==> src/rtl/priority_arbiter_8.sv <==
// Eight-way round-robin arbiter (descending search from the last grant) with a
// bounded hold time and a mandatory empty cycle between consecutive grants.
module priority_arbiter_8 #(
    parameter int unsigned MAX_HOLD = 16
) (
    input  logic       clk,
    input  logic       rst_n,
    input  logic [7:0] req,
    output logic [7:0] grant,
    output logic [2:0] grant_idx,
    output logic       grant_valid,
    output logic       timeout
);

    typedef enum logic [1:0] {
        S_IDLE = 2'd0,
        S_BUSY = 2'd1,
        S_GAP  = 2'd2
    } state_e;

    // Hold count value seen during the last cycle a grant may be kept.
    localparam logic [7:0] HOLD_LAST = 8'(MAX_HOLD - 1);

    state_e     state_q, state_d;
    logic [7:0] grant_q, grant_d;
    logic [2:0] idx_q, idx_d;
    logic       timeout_q, timeout_d;
    logic [7:0] hold_q, hold_d;
    logic [2:0] last_q, last_d;

    logic [7:0] low_mask;
    logic [7:0] masked_req;
    logic [2:0] winner;
    logic       released;
    logic       expired;

    function automatic logic [2:0] hi_enc(input logic [7:0] v);
        hi_enc = 3'd0;
        for (int i = 0; i < 8; i++) begin
            if (v[i]) hi_enc = 3'(i);
        end
    endfunction

    // Bits below the last winner are searched first; if none is set the
    // unmasked pass wraps around to 7, 6, ... and finally the last winner.
    always_comb begin
        low_mask   = (8'd1 << last_q) - 8'd1;
        masked_req = req & low_mask;
        winner     = (masked_req != 8'd0) ? hi_enc(masked_req) : hi_enc(req);
    end

    assign released = ~req[idx_q];
    assign expired  = (hold_q >= HOLD_LAST);

    always_ff @(posedge clk or negedge rst_n) begin
        if (!rst_n) begin
            state_q   <= S_IDLE;
            grant_q   <= 8'd0;
            idx_q     <= 3'd0;
            timeout_q <= 1'b0;
            hold_q    <= 8'd0;
            last_q    <= 3'd0;
        end else begin
            // NOTE: non-blocking assignments keep every register sampling the
            // pre-edge values, independent of statement order.
            state_q   <= state_d;
            grant_q   <= grant_d;
            idx_q     <= idx_d;
            timeout_q <= timeout_d;
            hold_q    <= hold_d;
            last_q    <= last_d;
        end
    end

    always_comb begin
        // NOTE: assigning a default before the case keeps this block free of
        // inferred latches on paths that do not change state.
        state_d = state_q;
        case (state_q)
            S_IDLE:  if (req != 8'd0) state_d = S_BUSY;
            S_BUSY:  if (released || expired) state_d = S_GAP;
            S_GAP:   state_d = S_IDLE;
            default: state_d = S_IDLE;
        endcase
    end

    always_comb begin
        grant_d   = grant_q;
        idx_d     = idx_q;
        timeout_d = 1'b0;
        hold_d    = hold_q;
        last_d    = last_q;
        case (state_q)
            S_IDLE: begin
                if (req != 8'd0) begin
                    grant_d = 8'd1 << winner;
                    idx_d   = winner;
                    last_d  = winner;
                    hold_d  = 8'd0;
                end
            end
            S_BUSY: begin
                hold_d = (hold_q == 8'hFF) ? hold_q : hold_q + 8'd1;
                if (released) begin
                    grant_d = 8'd0;
                    idx_d   = 3'd0;
                end else if (expired) begin
                    grant_d   = 8'd0;
                    idx_d     = 3'd0;
                    timeout_d = 1'b1;
                end
            end
            default: begin
                grant_d = 8'd0;
                idx_d   = 3'd0;
            end
        endcase
    end

    assign grant       = grant_q;
    assign grant_idx   = idx_q;
    assign grant_valid = |grant_q;
    assign timeout     = timeout_q;

endmodule

==> config.mk <==
export PLATFORM = sky130hd
export DESIGN_NAME = priority_arbiter_8
export DESIGN_NICKNAME = d
export VERILOG_FILES = /design/src/rtl/priority_arbiter_8.sv
export SDC_FILE = /design/constraint.sdc
export NUM_CORES = 1
export LEC_CHECK = 0
export ABC_AREA = 0
export BUFFER_PORTS_ARGS = -buffer_cell sky130_fd_sc_hd__buf_2
export CORE_UTILIZATION = 35
export DETAILED_ROUTE_END_ITERATION = 8
export HOLD_SLACK_MARGIN = 0.08
export PLACE_DENSITY = 0.52
export SYNTH_ARGS = -nofsm -noshare
export SYNTH_HDL_FRONTEND = slang
export SYNTH_SLANG_ARGS = --single-unit
==> constraint.sdc <==
create_clock -name clk -period 5.3 [get_ports clk]
set_input_delay 0.265 -clock clk [delete_from_list [all_inputs] [get_ports clk]]
set_output_delay 0.265 -clock clk [all_outputs]
set_load 0.02 [all_outputs]
# Word-level counts from Yosys, hierarchy flattened
# Index checks and enable logic that the tools add are counted.
[totals]
reg_bits = 25
in_bits = 10
out_inout_bits = 13
word_cells = 64
[op_classes]
n_addsub = 2
order_cmp = 2
n_eq_ne = 6
n_shift = 2
mux = 34
bitwise = 2
n_reduce_logical = 10
[ops]
columns = ["operator", "n"]
rows = [
  ["$mux 3", 15],
  ["$mux 8", 5],
  ["$pmux 8 s2", 2],
  ["$reduce_bool 8->1", 2],
  ["$shl 1x3->8 const A", 2],
  ["$add 8x1->8 const B", 1],
  ["$and 8x8->8", 1],
  ["$eq 8x8->1 const B", 1],
  ["$ge 8x4->1 const B", 1],
  ["$reduce_or 8->1", 1],
  ["$sub 8x1->8 const B", 1],
  ["$mux 1", 6],
  ["$mux 2", 3],
  ["$ne 2x2->1 const B", 3],
  ["$pmux 3 s2", 1],
  ["$reduce_and 2->1", 3],
  ["$lt 3x4->1 const B", 1],
  ["$pmux 2 s2", 1],
  ["$bmux 1 s3", 1],
  ["$ne 3x3->1 const B", 1],
  ["$reduce_and 3->1", 1],
  ["$eq 2x1->1 const B", 1],
  ["$logic_not 2->1", 1],
  ["$reduce_bool 2->1", 1],
  ["other kinds (2)", 2],
]

# Longest topological paths before layout
[depth]
depth_word = 14
ltp_mapped = 7
depth_no_buf = 6

# Worst setup path before layout
# Ideal clock, no wire load.
[synth_timing]
path_type = "register to register"
startpoint = "register idx_q[2], in the netlist grant_idx[2]"
endpoint = "register idx_q[1], in the netlist grant_idx[1]"
setup_ps = 121
arrival_time_ps = 1848
t_required_ps = 5179
setup_slack_ps = 3331
path_stages_with_launch = 8
n_path_buf = 2
period_less_slack_ps = 1969
cell_sequence = "dfrtp_1 buf_2 mux2_1 or3_1 nand4_1 o31ai_1 buf_2 a22o_1"
[synth_via]
elab_chain_cells = 4
elab_cells_between_ends = 6
classes_between = "1 x eq/ne; 4 x mux; 1 x reduce/logical"
[synth_rtl]
columns = ["item", "line", "source"]
rows = [
  ["from (decl)", "26", "logic [2:0] idx_q, idx_d;"],
  ["from (signal assigned)", "68", "idx_q <= idx_d;"],
  ["$bmux 1 s3 *", "52", "assign released = ~req[idx_q];"],
  ["$mux 1 (not written as such) *", "52", ""],
  ["$mux 3 or $ne 3x3->1 (tied branches)", "-", ""],
  ["$pmux 3 s2 or $reduce_and 2->1 (tied branches)", "-", ""],
]
# Mark *: on every way between the ends. The rest lies on a longest branch, timed or not. The select of a mux whose other input is x is not followed.
# A chain may end at the register's enable or synchronous reset.

# Worst setup path after layout
[layout_timing]
startpoint = "input req[3]"
endpoint = "register idx_q[1], in the netlist grant_idx[1]"
[layout_via]
elab_chain_cells = 9
elab_cells_between_ends = 22
classes_between = "2 x eq/ne; 16 x mux; 1 x bitwise; 3 x reduce/logical"
[layout_rtl]
columns = ["item", "line", "source"]
rows = [
  ["from (decl)", "8", "input logic [7:0] req,"],
  ["$and 8x8->8", "48", "masked_req = req & low_mask;"],
  ["$mux 3 (5 in a row)", "40", "if (v[i]) hi_enc = 3'(i);"],
  ["$mux 3", "49", "winner = (masked_req != 8'd0) ? hi_enc(masked_req) : hi_enc(req);"],
  ["$mux 3", "95", "if (req != 8'd0) begin"],
  ["$pmux 3 s2", "93", "case (state_q)"],
]
# Several ways; a longest one is shown, not always the timed one. The select of a mux whose other input is x is not followed.

==> out/qor.json <==
{
  "critical_path": {
    "rr_worst_depth": 5,
    "worst_path_maximum_fanout": 11,
    "ff2ff_setup_slack_ns": 3.27,
    "r2r_start": "grant_idx[2]",
    "critical_path.cell_chain": "buf_2 -> nor4_1 -> nand2_2 -> o31ai_1 -> a22o_1",
    "timing.setup.critical_path_class": "in -> reg",
    "arrival_ns": 2.26,
    "critPathRequiredTime_ns": 5.51,
    "timing.critical_path.from_type": "primary input",
    "crit_path_end_kind": "flop",
    "cpMaxStageDelayCell": "o31ai_1",
    "critPathMaxStageDelay_ns": 0.99,
    "crit-reg2reg-capture": "grant_idx[1]"
  },
  "clocking": {
    "cts_tree": "done",
    "cts_resized": 0,
    "clock_tree.htree_level_count": 1,
    "clock_tree.buffer_depth": 2,
    "numCtsBuffers": 3,
    "clock_latency_ns": 0.26,
    "cell_chosen_for_the_clock_root": "clkbuf_8",
    "clock_sinks": 25,
    "cts.clk_slew.worst_paths_ns": 0.09
  },
  "power_and_ir_drop": {
    "p_leak_nw": 0.7540,
    "vdd_ir_drop_max_mv": 0.1906,
    "power_per_cell_area_nw_per_um2": 552.8,
    "finalPower_mw": 0.9089
  },
  "sta": {
    "period_share": 0.3876,
    "finalSetupViolations": 0,
    "final_hold_viol_count": 0,
    "final_period_minus_worst_setup_slack_ns": 2.054,
    "max_freq_ghz": 0.4868,
    "slew_violations": 0,
    "slew_headroom": 0.1755,
    "worst_margin_slew_ns": 1.226,
    "grt_setup_unrepaired": "false",
    "final.setup.tns_ns": 0,
    "timing.clock.skew_ns": 0.004469,
    "final_critical_path_setup_slack_ns": 3.246
  },
  "synthesis": {
    "postSynthCellCount": 150,
    "yosysWarnings": 0,
    "synth_fp_nets": 161,
    "synth.yosys.seq_area_share": 0.4281,
    "netlist_area_sq_um": 1461,
    "yosysUniqueCellTypes": 48,
    "async_reset_ff_frac": 1.000,
    "post_synth_xor_area_fraction": 0.01199,
    "synth-edff-count": 0,
    "yosys_register_bits": 25,
    "fraction_of_the_mapped_netlist_area_in_adder_cells": 0.008562,
    "synth_top_flop_cell": "dfrtp_1",
    "synth_top_family_by_area": "compound AO/OA/AOI/OAI gates",
    "avgSynthCellArea_sq_um": 9.743,
    "synth_compound_area_frac": 0.2723,
    "synth.mux.area_fraction": 0.03682,
    "synth_simple_gate_area_share": 0.2012
  },
  "global_routing": {
    "globalRouteTotalUtil": 0.1704,
    "grt_start_max_net_pins": 26,
    "gr-total-overflow": 0,
    "grt_pass1_wl_um": 5720,
    "via_count_of_the_first_global_routing_pass": 1192,
    "grt_antenna_before_repair": 0
  },
  "floorplanning": {
    "die_width_um": 66.62,
    "std_cell_rows": 23,
    "coreArea_sq_um": 4000,
    "initial_utilization": 0.3653,
    "die_h_um": 66.62,
    "io_pins": 23,
    "fp.dieArea_sq_um": 4438
  },
  "placed_design": {
    "hpwl_um": 2506,
    "buffer_ports.inserted": 22,
    "place_ws_ns": 2.995,
    "placedCellCount": 214,
    "routabilityCongestion": 0.8011
  },
  "hold_path": {
    "hold_path_startpoint": "req[0]",
    "min_to": "timeout",
    "worstHoldPathType": "in -> reg",
    "min_delay_path_depth": 5
  },
  "route": {
    "postRouteWirelength_um": 3364,
    "vias_per_cell": 5.662,
    "routed_wire_length_per_instance_um": 15.36,
    "total_vias_in_the_final_route": 1240,
    "detailedRoute.firstIterationViolations": 54,
    "drt_first_pass_iters": 4,
    "post-route-drc-count": 0,
    "ant_nets": 0
  },
  "finish": {
    "final-instance-count-excl-fill": 219,
    "final_util": 0.4110,
    "synthToLayoutAreaGrowth_pct": 12.50,
    "number_of_nets_in_the_layout": 181,
    "n_antenna_cell": 0,
    "filler_cell_count": 411,
    "layout-drive-gt1-share": 0.1893,
    "mostFrequentLayoutCells": "dfrtp_1, buf_2, nor2_1",
    "most_frequent_standard_cell_in_the_layout_excluding_fill_and_tap_cells": "dfrtp_1"
  },
  "flow_run": {
    "max_cap_violations": 0
  },
  "outcome": {
    "run_status": "complete, no violations"
  }
}
[stage by stage]
| stage | hold WS (ns) | area [sq um] |
|---|---|---|
| 2_1_floorplan | -0.03059 | 1461 |
| 5_1_grt | 0.5524 | 1644 |
| 3_3_place_gp | 0.2828 | 1585 |
| 6_report | 0.4857 | 1644 |
| 4_1_cts | 0.4748 | 1644 |
| 3_5_place_dp | 0.2947 | 1585 |
[synth_stat cells (2+ instances only)]
master	number	area, sq um
dfrtp_1	25	625.6
nor2_1	13	48.80
nand2_1	10	37.54
a32o_1	8	80.08
a21oi_1	7	35.03
a21o_1	6	45.04
nand3_1	5	25.02
a211oi_1	4	30.03
o21a_1	4	30.03
o21ai_0	4	20.02
o21ai_1	4	20.02
a22o_1	3	26.28
buf_2	3	15.01
clkbuf_1	3	11.26
inv_1	3	11.26
nand2b_1	3	18.77
nor2b_1	3	18.77
nor4_1	3	18.77
or4_1	3	22.52
and3_1	2	12.51
buf_6	2	22.52
mux2_1	2	22.52
mux2i_1	2	20.02
o211ai_1	2	15.01
o31ai_1	2	15.01
or3_1	2	12.51
[critical path, delay by kind of cell]
kind | cells | cell delay, ns
AOI/OAI and AO/OA | 2 | 1.27
and+or+nand+nor | 2 | 0.60
buffers and inverters | 1 | 0.13
[power breakdown]
group | total [mW] | internal [mW] | leakage (nW) | switching, mW
Sequential | 0.333 | 0.250 | 0.333 | 0.0836
Combinational | 0.462 | 0.183 | 0.399 | 0.280
Clock | 0.113 | 0.0532 | 0.0217 | 0.0601
Total | 0.909 | 0.486 | 0.754 | 0.423
[registers in the layout (all words and copies together), names as in the netlist]
register   cells
hold_q         8
last_q         3
grant_idx      3
timeout        1
state_q        2
grant          8
[area by class of cell]
cell class / instances / area, sq um / area share
Tap cell: 50 / 62.56 / 0.03805
Multi-Input combinational cell: 114 / 775.7 / 0.4718
Timing Repair Buffer: 23 / 120.1 / 0.07306
Clock buffer: 3 / 41.29 / 0.02511
Inverter: 3 / 11.26 / 0.006849
Sequential cell: 25 / 625.6 / 0.3805
Clock inverter: 1 / 7.507 / 0.004566
[cell families (layout without fill, tap and decap cells)]
family | after synthesis | after routing
compound gates | 54 | 54
xor+xnor | 2 | 2
fa+ha+maj | 1 | 1
buf+inv | 11 | 30
flops | 25 | 25
mux | 5 | 5
simple gates | 52 | 52
[repair_timing]
| action | in CTS | in global routing |
|---|---|---|
| hold buffers | 1 | 0 |
| setup endpoints to repair | 0 | 0 |
| buffers inserted | 0 | 0 |
| endpoints found under the hold margin | 25 | 0 |
[routing by layer]
layer | vias up | track usage | wire [um]
li1 | 609 | - | -
met1 | 616 | 0.2406 | 1688
met2 | 13 | 0.2715 | 1582
met3 | 2 | 0.01541 | 68
met4 | 0 | 0.05585 | 24
met5 | - | 0 | 0
[worst max-delay path by stage]
| stage | from | end | slack (ns) | depth (start not counted) |
|---|---|---|---|---|
| after floorplan | grant_idx[2] | grant_idx[1] | 3.33 | 7 |
| after global placement | req[3] | grant_idx[1] | 3.09 | 5 |
| after detailed placement | req[3] | grant_idx[1] | 3.00 | 5 |
| after CTS | req[3] | grant_idx[1] | 3.27 | 5 |
| after global routing | req[3] | grant_idx[0] | 3.08 | 5 |
| final | req[3] | grant_idx[1] | 3.25 | 5 |
(Power assumes the default switching activity.)
